File: src/rtl/clock_pkg.sv
// Shared widths and wrap limits for the time-of-day counters.
package clock_pkg;

  localparam int HOURS_W     = 5;
  localparam int MIN_W       = 6;
  localparam int SEC_W       = 6;
  localparam int MAX_HOURS   = 23;
  localparam int MAX_MINUTES = 59;
  localparam int MAX_SECONDS = 59;

endpackage

File: src/rtl/mod_counter.sv
// Modulo-(MAX+1) counter with clamped parallel load, count enable and carry-out.
module mod_counter #(
  parameter int W   = 6,
  parameter int MAX = 59
) (
  input  logic         clock,
  input  logic         reset,
  input  logic         load,
  input  logic [W-1:0] load_val,
  input  logic         en,
  output logic [W-1:0] count,
  output logic [W-1:0] count_d,
  output logic         carry
);

  logic [W-1:0] count_q;

  // Carry is combinational so the next stage advances on the same edge.
  assign carry = en && (count_q == W'(MAX));

  always_comb begin
    count_d = count_q;
    if (load) begin
      count_d = (load_val > W'(MAX)) ? '0 : load_val;
    end else if (en) begin
      count_d = carry ? '0 : count_q + W'(1);
    end
  end

  // NOTE: registers take <= only; the synchronous reset lives inside the clocked block.
  always_ff @(posedge clock) begin
    if (reset) begin
      count_q <= '0;
    end else begin
      count_q <= count_d;
    end
  end

  assign count = count_q;

endmodule

File: src/rtl/time_keeper.sv
// 24-hour time-of-day keeper with prescaler, load, hold and pulse outputs.
// Alarm comparator is built only when TIME_KEEPER_ALARM_EN is defined.
module time_keeper
  import clock_pkg::*;
#(
  parameter int CLOCK_HZ = 50000000
) (
  input  logic               clock,
  input  logic               reset,
  input  logic               update,
  input  logic               hold,
  input  logic [HOURS_W-1:0] setHours,
  input  logic [MIN_W-1:0]   setMinutes,
  input  logic [SEC_W-1:0]   setSeconds,
  input  logic               alarmEnable,
  input  logic [HOURS_W-1:0] alarmHours,
  input  logic [MIN_W-1:0]   alarmMinutes,
  output logic [HOURS_W-1:0] hours,
  output logic [MIN_W-1:0]   minutes,
  output logic [SEC_W-1:0]   seconds,
  output logic               tick,
  output logic               dayWrap,
  output logic               alarm
);

  localparam int PRE_W = $clog2(CLOCK_HZ);

  logic [PRE_W-1:0]   pre_q, pre_d;
  logic               advance;
  logic               sec_carry, min_carry, hr_carry;
  logic [SEC_W-1:0]   sec_d;
  logic [MIN_W-1:0]   min_d;
  logic [HOURS_W-1:0] hr_d;
  logic               tick_q, day_wrap_q, alarm_q, alarm_d;

  assign advance = (pre_q == PRE_W'(CLOCK_HZ - 1)) && !hold && !update;

  always_comb begin
    pre_d = pre_q;
    if (update) begin
      pre_d = '0;
    end else if (!hold) begin
      pre_d = (pre_q == PRE_W'(CLOCK_HZ - 1)) ? '0 : pre_q + PRE_W'(1);
    end
  end

  mod_counter #(.W(SEC_W), .MAX(MAX_SECONDS)) u_sec (
    .clock(clock), .reset(reset), .load(update), .load_val(setSeconds),
    .en(advance), .count(seconds), .count_d(sec_d), .carry(sec_carry)
  );

  mod_counter #(.W(MIN_W), .MAX(MAX_MINUTES)) u_min (
    .clock(clock), .reset(reset), .load(update), .load_val(setMinutes),
    .en(sec_carry), .count(minutes), .count_d(min_d), .carry(min_carry)
  );

  mod_counter #(.W(HOURS_W), .MAX(MAX_HOURS)) u_hr (
    .clock(clock), .reset(reset), .load(update), .load_val(setHours),
    .en(min_carry), .count(hours), .count_d(hr_d), .carry(hr_carry)
  );

`ifdef TIME_KEEPER_ALARM_EN
  // Compare against the post-advance time so the pulse lines up with tick.
  assign alarm_d = advance && alarmEnable && (sec_d == '0) &&
                   (min_d == alarmMinutes) && (hr_d == alarmHours);
`else
  logic unused_alarm;
  assign unused_alarm = ^{alarmEnable, alarmHours, alarmMinutes, min_d, hr_d, sec_d};
  assign alarm_d      = 1'b0;
`endif

  always_ff @(posedge clock) begin
    if (reset) begin
      pre_q      <= '0;
      tick_q     <= 1'b0;
      day_wrap_q <= 1'b0;
      alarm_q    <= 1'b0;
    end else begin
      pre_q      <= pre_d;
      tick_q     <= advance;
      day_wrap_q <= hr_carry;
      alarm_q    <= alarm_d;
    end
  end

  assign tick    = tick_q;
  assign dayWrap = day_wrap_q;
`ifdef TIME_KEEPER_ALARM_EN
  assign alarm   = alarm_q;
`else
  assign alarm   = 1'b0;
`endif

endmodule

File: config.mk
export PLATFORM = sky130hd
export DESIGN_NAME = time_keeper
export DESIGN_NICKNAME = d
export VERILOG_FILES = /design/src/rtl/clock_pkg.sv /design/src/rtl/mod_counter.sv /design/src/rtl/time_keeper.sv
export SDC_FILE = /design/constraint.sdc
export NUM_CORES = 1
export LEC_CHECK = 0
export CAP_MARGIN = 15
export CORE_MARGIN = 2
export CORE_UTILIZATION = 50
export CTS_CLUSTER_DIAMETER = 120
export DETAILED_ROUTE_END_ITERATION = 10
export HOLD_SLACK_MARGIN = 0.02
export PLACE_DENSITY = 0.79
export SLEW_MARGIN = 20
export SYNTH_ARGS = -nofsm -noshare
export SYNTH_HDL_FRONTEND = slang
export SYNTH_SLANG_ARGS = --single-unit
File: constraint.sdc
create_clock -name clock -period 3.5 [get_ports clock]
set_input_delay 0.7 -clock clock [delete_from_list [all_inputs] [get_ports clock]]
set_output_delay 0.7 -clock clock [all_outputs]
set_load 0.01 [all_outputs]
# Word level (Yosys, flattened, before mapping)
# Index checks and enable logic that the tools add are counted.
op_classes:
  add_sub_neg: 4
  order_cmp: 3
  eq_ne: 4
  n_mux: 13
  reduce_logical: 11
op_table:
  columns: ["op", "n"]
  rows:
  - ["2-to-1 mux 6 bit", 8]
  - ["adder 26 x 1 -> 26 bit (second input constant)", 1]
  - ["equality test 26 bit (second input constant)", 1]
  - ["2-to-1 mux 26 bit", 1]
  - ["2-to-1 mux 5 bit", 4]
  - ["adder 6 x 1 -> 6 bit (second input constant)", 2]
  - ["equality test 6 bit (second input constant)", 2]
  - ["greater-than comparator 6 bit (second input constant)", 2]
  - ["nonzero test 2 bit", 3]
  - ["adder 5 x 1 -> 5 bit (second input constant)", 1]
  - ["equality test 5 bit (second input constant)", 1]
  - ["greater-than comparator 5 bit (second input constant)", 1]
  - ["logical AND 1 bit", 5]
  - ["zero test 1 bit", 2]
  - ["OR reduction 2 bit", 1]
totals:
  ff_bits: 45
  in_bits: 33
  out_inout_bits: 20

# Depth between registers and ports, before layout
depth:
  depth_word: 9
  ltp_mapped: 8

# Cells and area by module
# From an unflattened synthesis, not the netlist that was laid out.
unflattened:
  hier_cells: 288
  hier_area_um2: 2519.9
modules_own_cells:
  columns: ["module", "instances", "cells_per_inst", "area_each_um2", "seq_area_each_um2"]
  rows:
  - ["time_keeper", 1, 162, 1438.9, 560.5]
  - ["mod_counter at u_min ...", 2, 42, 366.6, 120.1]
  - ["mod_counter at u_hr", 1, 42, 347.8, 100.1]

# Worst setup path before layout
# OpenSTA, ideal clock, no wires.
synth_timing:
  kind: "input -> register"
  startpoint: "in update"
  endpoint: "reg u_hr.count_q[2] (netlist: u_hr.count[2])"
  arrival_ns: 2.068
  t_required_ns: 3.367
  slack_ns: 1.299
  path_stages: 5
  path_buffers: 0
  cell_sequence: "or2_2 > or4_4 > or4_1 > a22oi_1 > nor3_1"
synth_between:
  elab_chain_cells: 8
synth_rtl:
  columns: ["item", "line", "text"]
  rows:
  - ["start: declaration", "time_keeper.sv:10", "input logic update,"]
  - ["zero test 1 bit", "time_keeper.sv:36", "assign advance = (pre_q == PRE_W'(CLOCK_HZ - 1)) && !hold && !update;"]
  - ["logical AND 1 bit", "time_keeper.sv:36", null]
  - ["logical AND 1 bit (3 in series)", "mod_counter.sv:19", "assign carry = en && (count_q == W'(MAX));"]
  - ["2-to-1 mux 5 bit", "mod_counter.sv:26", "count_d = carry ? '0 : count_q + W'(1);"]
  - ["2-to-1 mux 5 bit", "mod_counter.sv:25", "end else if (en) begin"]
  - ["2-to-1 mux 5 bit", "mod_counter.sv:23", "if (load) begin"]
  - ["end signal: assignment", "mod_counter.sv:35", "count_q <= count_d;"]
  - ["end: declaration", "mod_counter.sv:16", "logic [W-1:0] count_q;"]
# Several ways; a longest one is shown, not always the timed one. The select of a mux whose other input is x is not followed.
# A chain may end at the register's enable or synchronous reset.

==> impl_metrics.toml <==
[run_status]
status = "complete, no violations"

[cells_and_area]
antennaDiodeCount = 0
final_util_pct = 63.2
postLayoutCellArea_um2 = 3010
area_growth_pct = 21.7
final_cells = 405
layout-drive-gt1-share_pct = 5.33
layout.nets = 375

[synthesis]
syn_inst = 300
synthFlopType = "dfxtp_1"
synth-seq-cells = 45
synth.distinct_cells = 57
syn_avg_cell_area_um2 = 8.23
synth_top_area_cell = "dfxtp_1"
yosysWarnings = 0
synth.top_cells.by_count = "48 x nor2_1, 45 x dfxtp_1, 25 x nand2_1"
netlist.area_leader.share_pct = 36.5
ys_async_sr_fraction_pct = 0
synth_edf_count = 0
syn-cell-area_um2 = 2470
synth.most_common_cell = "nor2_1"
ys_seq_area_share_pct = 36.5
synth_fp_nets = 337
netlist_top_cells_area = "dfxtp_1 36%, xnor2_1 7.8%, nor2_1 7.3%"

[setup_path]
worstRegToRegCells = 6
reg2reg_to = "u_hr.count[4]"
worstSetupPathType = "input pin to flip-flop"
crit_arrival_ps = 2660
crit_path_start_kind = "input pin"
crit_end = "pre_q[21]"
reg2reg_slack_ps = 1190
cp-end-kind = "flip-flop"
worstPathRequired_ps = 3680
cp_max_fo = 7
crit_start = "hold"
reg2reg_from = "u_sec.count[0]"

[power]
power_density_nw_per_um2 = 328
power_mw = 0.987
switchingPower_mw = 0.242
p_clk_share_pct = 32.9
swShare_pct = 24.6
seqPwrFrac_pct = 54.6
p_int_mw = 0.745
power_leakage_nw = 0.960
p_comb_share_pct = 12.5
ir_drop_mv = 0.231

[clock_network]
cts-resized-gates = 0
hold_buffers = 0
cts_num_sinks = 45
cts_max_level = 2
cts.clk_slew.worst_paths_ps = 80
cts_root_buf = "clkbuf_8"
cts_tree = "done"
numCtsBuffers = 5
clkLatencyLatePin_ps = 300
cts_max_path_buffers = 2
post_cts_buffers = 0

[placed_design]
dp_hpwl_um = 4110
gp_congestion = 0.843
dp.cells = 398
dp_slack_ps = 716
port_buffers = 39
place_area_um2 = 2920

[timing]
finalMaxSlewViolations = 0
clock.fmax_mhz = 404
rsz0062_at_grt = "no"
final-hold-violation-count = 0
timing.hold.ws_ps = 540
finalSetupViolations = 0
fin_crit_ps = 2470
clock_skew_ps = 8.12
fin_crit_sh_pct = 70.7
fin_setup_tns_ps = 0
final.setup.worst_slack_ps = 1030

[drt]
vias = 2339
drc_errors = 0
drt-pass1-iter-count = 4
viasPerCell = 5.78
ant_nets = 0
avgRoutedWirePerCell_um = 14.4
drt_iter0_markers = 170
routed_wl_um = 5820

[flow_run]
maxCapViolCount = 0

[global_routing]
grt_pass1_vias = 2162
grt.total_usage_pct = 22.0
gr-total-overflow = 0
met3_usage_pct = 5.15
use_met2_pct = 36.8
met1_usage_pct = 27.7
grt_pass1_wl_um = 9560
gr-max-usage-layer = "met2"
antenna_found_initial = 0
grt_max_degree = 29

[floorplanning]
start_util_pct = 51.9
rows = 25
die_area_um2 = 5520
die_h_um = 74.3
core_area_um2 = 4750
pin_count = 53
fp.dieW_um = 74.3

[min_path]
hp-class = "flip-flop to flip-flop"
==> critical path, stage by stage <==
cell and delay (ps):
clkdlybuf4s50_1 490, nand4b_1 330, or4b_1 690, nor3_1 250
xnor2_1 150, nor2_1 50
==> metal layers <==
metal | wire, um | part of all wire (%) | up-vias
li1 | - | - | 1175
met1 | 2690 | 46 | 1090
met5 | 0 | 0 | -
met2 | 2690 | 46 | 65
met4 | 91 | 1.6 | 0
met3 | 342 | 5.9 | 9
==> final cells by class <==
cell class                 count  area, um2
fill                         427       1750
inverter                       8       30.0
timing repair buffer          42        413
multi-input combinational    236       1490
clock buffer                   7       86.3
sequential                    45        901
tap                           67       83.8
==> kinds of logic after synthesis <==
kind of cell | synth area share (%)
and+or+nand+nor | 33.6
AOI/OAI and AO/OA | 13.8
DFF | 36.5
adders and majority gates | 2.03
xor gates and xnor gates | 9.57
buffers and inverters | 3.14
other | 0.152
muxes | 1.27
==> how the worst min path moves through the flow <==
| stage | from | endpoint | slack [ps] | depth (start not counted) |
|---|---|---|---|---|
| floorplan | pre_q[1] | pre_q[1] | 490 | 2 |
| global placement | pre_q[1] | pre_q[1] | 510 | 2 |
| detailed placement | pre_q[23] | pre_q[23] | 530 | 2 |
| CTS | u_sec.count[1] | u_sec.count[1] | 540 | 2 |
| global route | u_sec.count[1] | u_sec.count[1] | 560 | 2 |
| finish | u_sec.count[1] | u_sec.count[1] | 540 | 2 |
==> flip-flops by register name, summed over array words and instances, names as in the netlist <==
signal and flops:
tick 1, u_sec.count 6, u_hr.count 5, pre_q 26
u_min.count 6, dayWrap 1
==> cell usage in the layout, fill, tap and decap left out, types with 3 or more instances in the layout <==
cell             synthesis  final
nor2_1                  48     48
dfxtp_1                 45     45
clkdlybuf4s50_1          0     39
nand2_1                 25     25
xnor2_1                 22     22
nand3_1                 20     20
nor3_1                  11     11
nand4_1                  9      9
a21oi_1                  8      8
inv_1                    7      7
clkbuf_8                 0      6
and3_1                   5      5
xor2_1                   5      5
a32oi_1                  5      5
a211oi_1                 5      5
and4_1                   4      4
nand4b_1                 4      4
a31oi_1                  4      4
nor4_1                   4      4
or4_1                    4      4
nor4_2                   4      4
ha_1                     4      4
o31ai_1                  3      3
o21ai_0                  3      3
buf_4                    1      3
==> power by group through the flow <==
stage,sequential (mW),combinational (mW),clock [mW]
after detailed placement,0.551,0.122,0
after global placement,0.551,0.120,0
after floorplan,0.553,0.0576,0
final,0.539,0.123,0.325
after global routing,0.542,0.133,0.349
after CTS,0.539,0.123,0.331
Power figures use the tool's default switching activity.
